File: src/rtl/spi_pkg.sv
/*------------------------------------------------------------------------------
 * Module   : spi_pkg
 * Purpose  : Shared constants for the SPI slave endpoint (FSM encoding, widths).
 * Revision : 1.0 - initial release
 *----------------------------------------------------------------------------*/
`default_nettype none

package spi_pkg;

  localparam int SPI_BITS = 8;

  localparam logic [7:0] IDLE_BYTE_DEF = 8'hFF;

  localparam logic [0:0] ST_IDLE  = 1'b0;
  localparam logic [0:0] ST_SHIFT = 1'b1;

endpackage : spi_pkg

`default_nettype wire

File: src/rtl/spi_sync_edge.sv
/*------------------------------------------------------------------------------
 * Module   : spi_sync_edge
 * Purpose  : N-stage input synchronizer with optional rise/fall detection.
 * Revision : 1.0 - initial release
 *----------------------------------------------------------------------------*/
`default_nettype none

module spi_sync_edge #(
  parameter int   STAGES  = 2,
  parameter bit   EDGE_EN = 1'b1,
  parameter logic RST_VAL = 1'b0
) (
  input  logic clk,
  input  logic rst,
  input  logic d_i,
  output logic q_o,
  output logic rise_o,
  output logic fall_o
);

  logic [STAGES-1:0] sync_q;

  always_ff @(posedge clk) begin
    if (rst) begin
      sync_q <= {STAGES{RST_VAL}};
    end else begin
      sync_q <= {sync_q[STAGES-2:0], d_i};
    end
  end

  assign q_o = sync_q[STAGES-1];

  generate
    if (EDGE_EN) begin : g_edge
      logic prev_q;

      always_ff @(posedge clk) begin
        if (rst) begin
          prev_q <= RST_VAL;
        end else begin
          prev_q <= sync_q[STAGES-1];
        end
      end

      assign rise_o = sync_q[STAGES-1] & ~prev_q;
      assign fall_o = ~sync_q[STAGES-1] & prev_q;
    end else begin : g_no_edge
      assign rise_o = 1'b0;
      assign fall_o = 1'b0;
    end
  endgenerate

endmodule : spi_sync_edge

`default_nettype wire

File: src/rtl/spi_slave.sv
/*------------------------------------------------------------------------------
 * Module   : spi_slave
 * Purpose  : SPI mode-0 MSB-first slave, oversampled into clk, with a
 *            one-entry transmit holding buffer. Optional macro
 *            SPI_SLAVE_UNDERRUN_EN adds the tx_underrun_o pulse output.
 * Revision : 1.0 - initial release
 *----------------------------------------------------------------------------*/
`default_nettype none

module spi_slave
  import spi_pkg::*;
#(
  parameter int         SYNC_STAGES = 2,
  parameter logic [7:0] IDLE_BYTE   = IDLE_BYTE_DEF
) (
  input  logic       clk,
  input  logic       rst,
  input  logic       sck_i,
  input  logic       cs_n_i,
  input  logic       mosi_i,
  output logic       miso_o,
  input  logic [7:0] tx_byte_i,
  input  logic       tx_byte_valid_i,
  output logic       ready_o,
  output logic [7:0] rx_byte_o,
  output logic       rx_byte_valid_o,
  output logic       busy_o
`ifdef SPI_SLAVE_UNDERRUN_EN
  ,
  output logic       tx_underrun_o
`endif
);

  logic       sck_s, sck_rise, sck_fall;
  logic       cs_s, cs_rise, cs_fall;
  logic       mosi_s;
  logic [1:0] mosi_edge_unused;

  spi_sync_edge #(.STAGES(SYNC_STAGES), .EDGE_EN(1'b1), .RST_VAL(1'b0)) u_sync_sck (
    .clk    (clk),
    .rst    (rst),
    .d_i    (sck_i),
    .q_o    (sck_s),
    .rise_o (sck_rise),
    .fall_o (sck_fall)
  );

  spi_sync_edge #(.STAGES(SYNC_STAGES), .EDGE_EN(1'b1), .RST_VAL(1'b1)) u_sync_cs (
    .clk    (clk),
    .rst    (rst),
    .d_i    (cs_n_i),
    .q_o    (cs_s),
    .rise_o (cs_rise),
    .fall_o (cs_fall)
  );

  spi_sync_edge #(.STAGES(SYNC_STAGES), .EDGE_EN(1'b0), .RST_VAL(1'b0)) u_sync_mosi (
    .clk    (clk),
    .rst    (rst),
    .d_i    (mosi_i),
    .q_o    (mosi_s),
    .rise_o (mosi_edge_unused[0]),
    .fall_o (mosi_edge_unused[1])
  );

  logic [0:0]           state_q,    state_d;
  logic [7:0]           tx_shift_q, tx_shift_d;
  logic [7:0]           rx_shift_q, rx_shift_d;
  logic [3:0]           bit_cnt_q,  bit_cnt_d;
  logic                 reload_q,   reload_d;
  logic [7:0]           rx_byte_q,  rx_byte_d;
  logic                 rx_valid_q, rx_valid_d;
  logic [7:0]           buf_q,      buf_d;
  logic                 buf_full_q, buf_full_d;
  logic                 armed_q,    armed_d;
  logic [SYNC_STAGES:0] flush_q,    flush_d;
  logic                 load;
`ifdef SPI_SLAVE_UNDERRUN_EN
  logic                 underrun_q, underrun_d;
`endif

  // A chip select already low when reset releases must not start a transfer:
  // the slave arms only after the flushed synchronizer has seen cs_n high.
  always_comb begin
    state_d    = state_q;
    tx_shift_d = tx_shift_q;
    rx_shift_d = rx_shift_q;
    bit_cnt_d  = bit_cnt_q;
    reload_d   = reload_q;
    rx_byte_d  = rx_byte_q;
    rx_valid_d = 1'b0;
    buf_d      = buf_q;
    buf_full_d = buf_full_q;
    flush_d    = {flush_q[SYNC_STAGES-1:0], 1'b1};
    armed_d    = armed_q | (flush_q[SYNC_STAGES] & cs_s);
    load       = 1'b0;
`ifdef SPI_SLAVE_UNDERRUN_EN
    underrun_d = 1'b0;
`endif

    if (tx_byte_valid_i && !buf_full_q) begin
      buf_d      = tx_byte_i;
      buf_full_d = 1'b1;
    end

    case (state_q)
      ST_IDLE: begin
        if (cs_fall && armed_q) begin
          state_d    = ST_SHIFT;
          load       = 1'b1;
          bit_cnt_d  = 4'd0;
          reload_d   = 1'b0;
          rx_shift_d = 8'h00;
        end
      end
      default: begin
        if (cs_rise) begin
          state_d    = ST_IDLE;
          rx_shift_d = 8'h00;
          bit_cnt_d  = 4'd0;
          reload_d   = 1'b0;
        end else begin
          if (sck_rise) begin
            rx_shift_d = {rx_shift_q[6:0], mosi_s};
            if (bit_cnt_q == 4'(SPI_BITS - 1)) begin
              rx_byte_d  = {rx_shift_q[6:0], mosi_s};
              rx_valid_d = 1'b1;
              reload_d   = 1'b1;
              bit_cnt_d  = 4'd0;
            end else begin
              bit_cnt_d  = bit_cnt_q + 4'd1;
            end
          end
          if (sck_fall) begin
            if (reload_q) begin
              load     = 1'b1;
              reload_d = 1'b0;
            end else begin
              tx_shift_d = {tx_shift_q[6:0], 1'b0};
            end
          end
        end
      end
    endcase

    // A same-cycle write only happens when the buffer was empty, so the load
    // still takes IDLE_BYTE and the written byte waits for the next one.
    if (load) begin
      if (buf_full_q) begin
        tx_shift_d = buf_q;
        buf_full_d = 1'b0;
      end else begin
        tx_shift_d = IDLE_BYTE;
`ifdef SPI_SLAVE_UNDERRUN_EN
        underrun_d = 1'b1;
`endif
      end
    end
  end

  always_ff @(posedge clk) begin
    if (rst) begin
      state_q    <= ST_IDLE;
      tx_shift_q <= 8'h00;
      rx_shift_q <= 8'h00;
      bit_cnt_q  <= 4'd0;
      reload_q   <= 1'b0;
      rx_byte_q  <= 8'h00;
      rx_valid_q <= 1'b0;
      buf_q      <= 8'h00;
      buf_full_q <= 1'b0;
      armed_q    <= 1'b0;
      flush_q    <= '0;
`ifdef SPI_SLAVE_UNDERRUN_EN
      underrun_q <= 1'b0;
`endif
    end else begin
      state_q    <= state_d;
      tx_shift_q <= tx_shift_d;
      rx_shift_q <= rx_shift_d;
      bit_cnt_q  <= bit_cnt_d;
      reload_q   <= reload_d;
      rx_byte_q  <= rx_byte_d;
      rx_valid_q <= rx_valid_d;
      buf_q      <= buf_d;
      buf_full_q <= buf_full_d;
      armed_q    <= armed_d;
      flush_q    <= flush_d;
`ifdef SPI_SLAVE_UNDERRUN_EN
      underrun_q <= underrun_d;
`endif
    end
  end

  assign miso_o          = (state_q == ST_SHIFT) ? tx_shift_q[7] : 1'b0;
  assign ready_o         = ~buf_full_q;
  assign rx_byte_o       = rx_byte_q;
  assign rx_byte_valid_o = rx_valid_q;
  assign busy_o          = armed_q & ~cs_s;
`ifdef SPI_SLAVE_UNDERRUN_EN
  assign tx_underrun_o   = underrun_q;
`endif

  logic sck_s_unused;
  assign sck_s_unused = sck_s;

endmodule : spi_slave

`default_nettype wire

File: config.mk
export PLATFORM = sky130hd
export DESIGN_NAME = spi_slave
export DESIGN_NICKNAME = d
export VERILOG_FILES = /design/src/rtl/spi_pkg.sv /design/src/rtl/spi_sync_edge.sv /design/src/rtl/spi_slave.sv
export SDC_FILE = /design/constraint.sdc
export NUM_CORES = 1
export LEC_CHECK = 0
export BUFFER_PORTS_ARGS = -buffer_cell sky130_fd_sc_hd__buf_2
export CORE_MARGIN = 5
export CORE_UTILIZATION = 55
export CTS_BUF_LIST = sky130_fd_sc_hd__clkbuf_4 sky130_fd_sc_hd__clkbuf_8 sky130_fd_sc_hd__clkbuf_16
export CTS_CLUSTER_DIAMETER = 40
export DETAILED_ROUTE_END_ITERATION = 10
export GPL_TIMING_DRIVEN = 0
export PLACE_DENSITY_LB_ADDON = 0.1
export SYNTH_ARGS = -nofsm -noshare
export SYNTH_HDL_FRONTEND = slang
export SYNTH_SLANG_ARGS = --single-unit
File: constraint.sdc
create_clock -name clk -period 2 [get_ports clk]
set_clock_uncertainty 0.2 [all_clocks]
set_input_delay 0.6 -clock clk [delete_from_list [all_inputs] [get_ports clk]]
set_output_delay 0.6 -clock clk [all_outputs]
set_load 0.03 [all_outputs]
==> key figures <==
Worst setup path
  – Register-to-register setup slack: 0.10 ns
  – Worst stage delay on the critical path: 0.40 ns
  – Start-to-end type of the worst setup path: flop to output pin
  – Data arrival at the endpoint of the critical path: 1.11 ns
  – Critical register-to-register path startpoint: u_sync_cs.sync_q[1]$_SDFF_PP1_
  – Cells along the critical path: nor2b_2, buf_4
  – Worst Setup SP: armed_q$_SDFF_PP0_
  – CP Capture Point: busy_o
  – Capturing point of the worst reg2reg path: bit_cnt_q[2]$_SDFFE_PP0P_
  – Cell at the slowest stage of the critical path: sky130_fd_sc_hd__dfxtp_1
  – Kind of start point of the critical path: flop
  – Maximum fanout along the worst path: 4
  – Crit. End Element: output pin
  – Number of cells traversed by the worst register-to-register path: 6
  – Data required time of the worst path: 1.20 ns

Place
  – Detailed-placement wirelength estimate: 2650 um
  – Number of placed instances with taps included: 276
  – Buffers on Ports: 25
  – Weighted congestion reported at the end of routability-driven placement: 0.764

Route
  – Via Count: 1,470
  – Average wire per standard cell: 13.2 um
  – Detailed-route vias per instance: 5.19
  – DRC violation count after routing: 0
  – Antenna violation net count after detailed routing: 0
  – Total detailed-routing wirelength: 3730 um
  – Violation count after the first detailed-routing iteration: 121
  – First-pass detailed-route iteration total: 4

Worst hold path
  – Path class of the lowest-slack min-delay path: input pin to flop

Clock tree
  – Worst-skew pair later-pin latency: 0.36 ns
  – PostCTS Resize Cnt: 3
  – Clock tree from TritonCTS: yes
  – Total number of H-tree levels: 2
  – Clock transition at the register clock pins on the worst setup and hold paths after CTS: 0.13 ns
  – Clock net sink count: 51
  – Inserted Clock Buffers: 5
  – Number of post-CTS setup repair buffers: 0
  – Clock Root Buffer: sky130_fd_sc_hd__clkbuf_4
  – Number of buffers inserted by hold repair at cts: 0
  – CTS max path bufs: 2

GRT
  – Wire length of the first global-routing pass: 6360 um
  – Congestion Overflow GR: 0
  – Antenna violations before repair: 0
  – Maximum number of pins on one net before global-route repair: 16
  – Vias in the first global route: 1,437
  – Total global-route track usage: 0.183

Synthesis
  – Async set-reset flop share out of synthesis: 0
  – Number of synthesized flops with an enable pin: 0
  – Fraction of the yosys area taken by sequential cells: 0.539
  – Leading register cell type out of synthesis: sky130_fd_sc_hd__dfxtp_1
  – Synthesized area: 1890 sq um
  – Count of unique library cells instantiated by Yosys: 33
  – Flip-flop and latch count after synthesis: 51
  – Syn_area_per_cell: 9.23 sq um
  – Synth Net Count: 220
  – Number of instances in the synthesized netlist: 205
  – Yosys warnings: 0

Finish
  – Number of diodes added for antenna fixing: 0
  – Filler instances: 299
  – Leading cell type in the layout, fill and taps excluded: sky130_fd_sc_hd__dfxtp_1
  – Nets: 251
  – Most frequent cells in the layout: 48 x sky130_fd_sc_hd__dfxtp_1, 30 x sky130_fd_sc_hd__nand2_1, 23 x sky130_fd_sc_hd__buf_2, 22 x sky130_fd_sc_hd__a21oi_1, 13 x sky130_fd_sc_hd__nor2_1
  – Area used by multi-input combinational logic: 820 sq um
  – Area of all sequential standard cells: 1020 sq um
  – Number of standard cells in the final layout excluding fillers: 283
  – Final design utilization: 0.649
  – Share of layout cells above drive strength 1: 0.190
  – Layout area overhead: 14.3%

Pwr
  – Leakage power figure: 0.864 nW
  – IR Drop Worst-Case VDD: 0.000503 V
  – Total Power: 1.65 mW
  – Pwr/cell area: 761 nW/um^2

Floorplanning
  – Area of the die: 4720 sq um
  – Area of the core: 3340 sq um
  – Number of top-level pins: 26
  – Starting Density: 0.567
  – Die extent in x: 68.7 um
  – Total number of placement rows: 21
  – Chip Height: 68.7 um

Timing
  – Final count of pins violating max slew: 0
  – Final count of hold timing violations: 0
  – Slew of the pin with the lowest slew margin: 0.557 ns
  – F_max: 523 MHz
  – Total setup violations reported at the end of the flow: 0
  – Final period utilization: 0.956
  – Minimum clock period: 1.91 ns
  – Worst slew margin: 0.628

Job
  – Max-Cap Viols: 0

Run status
  – Run status: completed
metrics by stage:
stage / setup TNS (ns) / hold slack [ns] / setup WS, ns / cell area (sq um)
finish: 0 / 0.205 / 0.0883 / 2160
global route: -0.0310 / 0.200 / -0.0310 / 2160
CTS: 0 / 0.194 / 0.0118 / 2160
detailed placement: 0 / 0.199 / 0.0637 / 2080
global placement: 0 / 0.191 / 0.139 / 2080
floorplan: 0 / 0.183 / 0.224 / 1890
synthesized netlist by cell type (3+ instances only):
| master | number | share of area |
|---|---|---|
| sky130_fd_sc_hd__dfxtp_1 | 51 | 0.54 |
| sky130_fd_sc_hd__nand2_1 | 30 | 0.059 |
| sky130_fd_sc_hd__a21oi_1 | 22 | 0.058 |
| sky130_fd_sc_hd__nor2_1 | 13 | 0.026 |
| sky130_fd_sc_hd__nor2b_1 | 11 | 0.036 |
| sky130_fd_sc_hd__nand3_1 | 10 | 0.026 |
| sky130_fd_sc_hd__mux2i_1 | 8 | 0.042 |
| sky130_fd_sc_hd__clkbuf_1 | 7 | 0.014 |
| sky130_fd_sc_hd__o22ai_1 | 7 | 0.023 |
| sky130_fd_sc_hd__o2bb2ai_1 | 7 | 0.032 |
| sky130_fd_sc_hd__and2_1 | 5 | 0.017 |
| sky130_fd_sc_hd__o21ai_1 | 5 | 0.013 |
| sky130_fd_sc_hd__or2_1 | 3 | 0.0099 |
critical path, delay by kind of cell, from the launching register on:
family	cells	cell delay, ns
DFF	1	0.40
buffers and inverters	1	0.17
and+or+nand+nor	1	0.18
power by group:
| group | internal (mW) | switching, mW | leakage, nW |
|---|---|---|---|
| Clock | 0.206 | 0.302 | 0.0375 |
| Combinational | 0.0344 | 0.0533 | 0.410 |
| Sequential | 1.04 | 0.0141 | 0.416 |
worst min path at each step:
stage	from	to	cells after the start	slack, ns
2_1_floorplan	u_sync_cs.sync_q[0]$_SDFF_PP1_	u_sync_cs.sync_q[1]$_SDFF_PP1_	1	0.18
3_3_place_gp	u_sync_cs.sync_q[0]$_SDFF_PP1_	u_sync_cs.sync_q[1]$_SDFF_PP1_	1	0.19
3_5_place_dp	u_sync_cs.sync_q[0]$_SDFF_PP1_	u_sync_cs.sync_q[1]$_SDFF_PP1_	1	0.20
4_1_cts	cs_n_i	u_sync_cs.sync_q[0]$_SDFF_PP1_	2	0.19
5_1_grt	cs_n_i	u_sync_cs.sync_q[0]$_SDFF_PP1_	2	0.20
6_report	cs_n_i	u_sync_cs.sync_q[0]$_SDFF_PP1_	2	0.20
sequential cells by signal (all words and copies together), names as in the netlist, 2 cells and up:
name	cells
u_sync_sck.sync_q	2
buf_q	8
rx_byte_o	8
bit_cnt_q	4
flush_q	3
tx_shift_q	8
u_sync_cs.sync_q	2
rx_shift_q	7
u_sync_mosi.sync_q	2
logic make-up after synthesis:
family                     synth area share
xor gates and xnor gates            0.00463
adders and majority gates           0.00661
DFF                                   0.539
buffers and inverters                0.0304
and+or+nand+nor                       0.227
muxes                                0.0423
AOI/OAI and AO/OA                     0.150
layout make-up:
class / instances / share of cell area
Clock buffer: 7 / 0.0301
Clock inverter: 1 / 0.00347
Multi-Input combinational cell: 140 / 0.379
Timing Repair Buffer: 25 / 0.0618
Tap cell: 46 / 0.0266
Buffer: 10 / 0.0208
Inverter: 3 / 0.00520
Sequential cell: 51 / 0.473
layer usage:
metal	up-vias	share of wire	track usage
met4	0	0.017	0.0744
met5	-	0	0
met2	35	0.48	0.294
met1	667	0.46	0.224
met3	4	0.045	0.0583
li1	764	-	-
No activity file was read; power rests on OpenSTA's default activity.
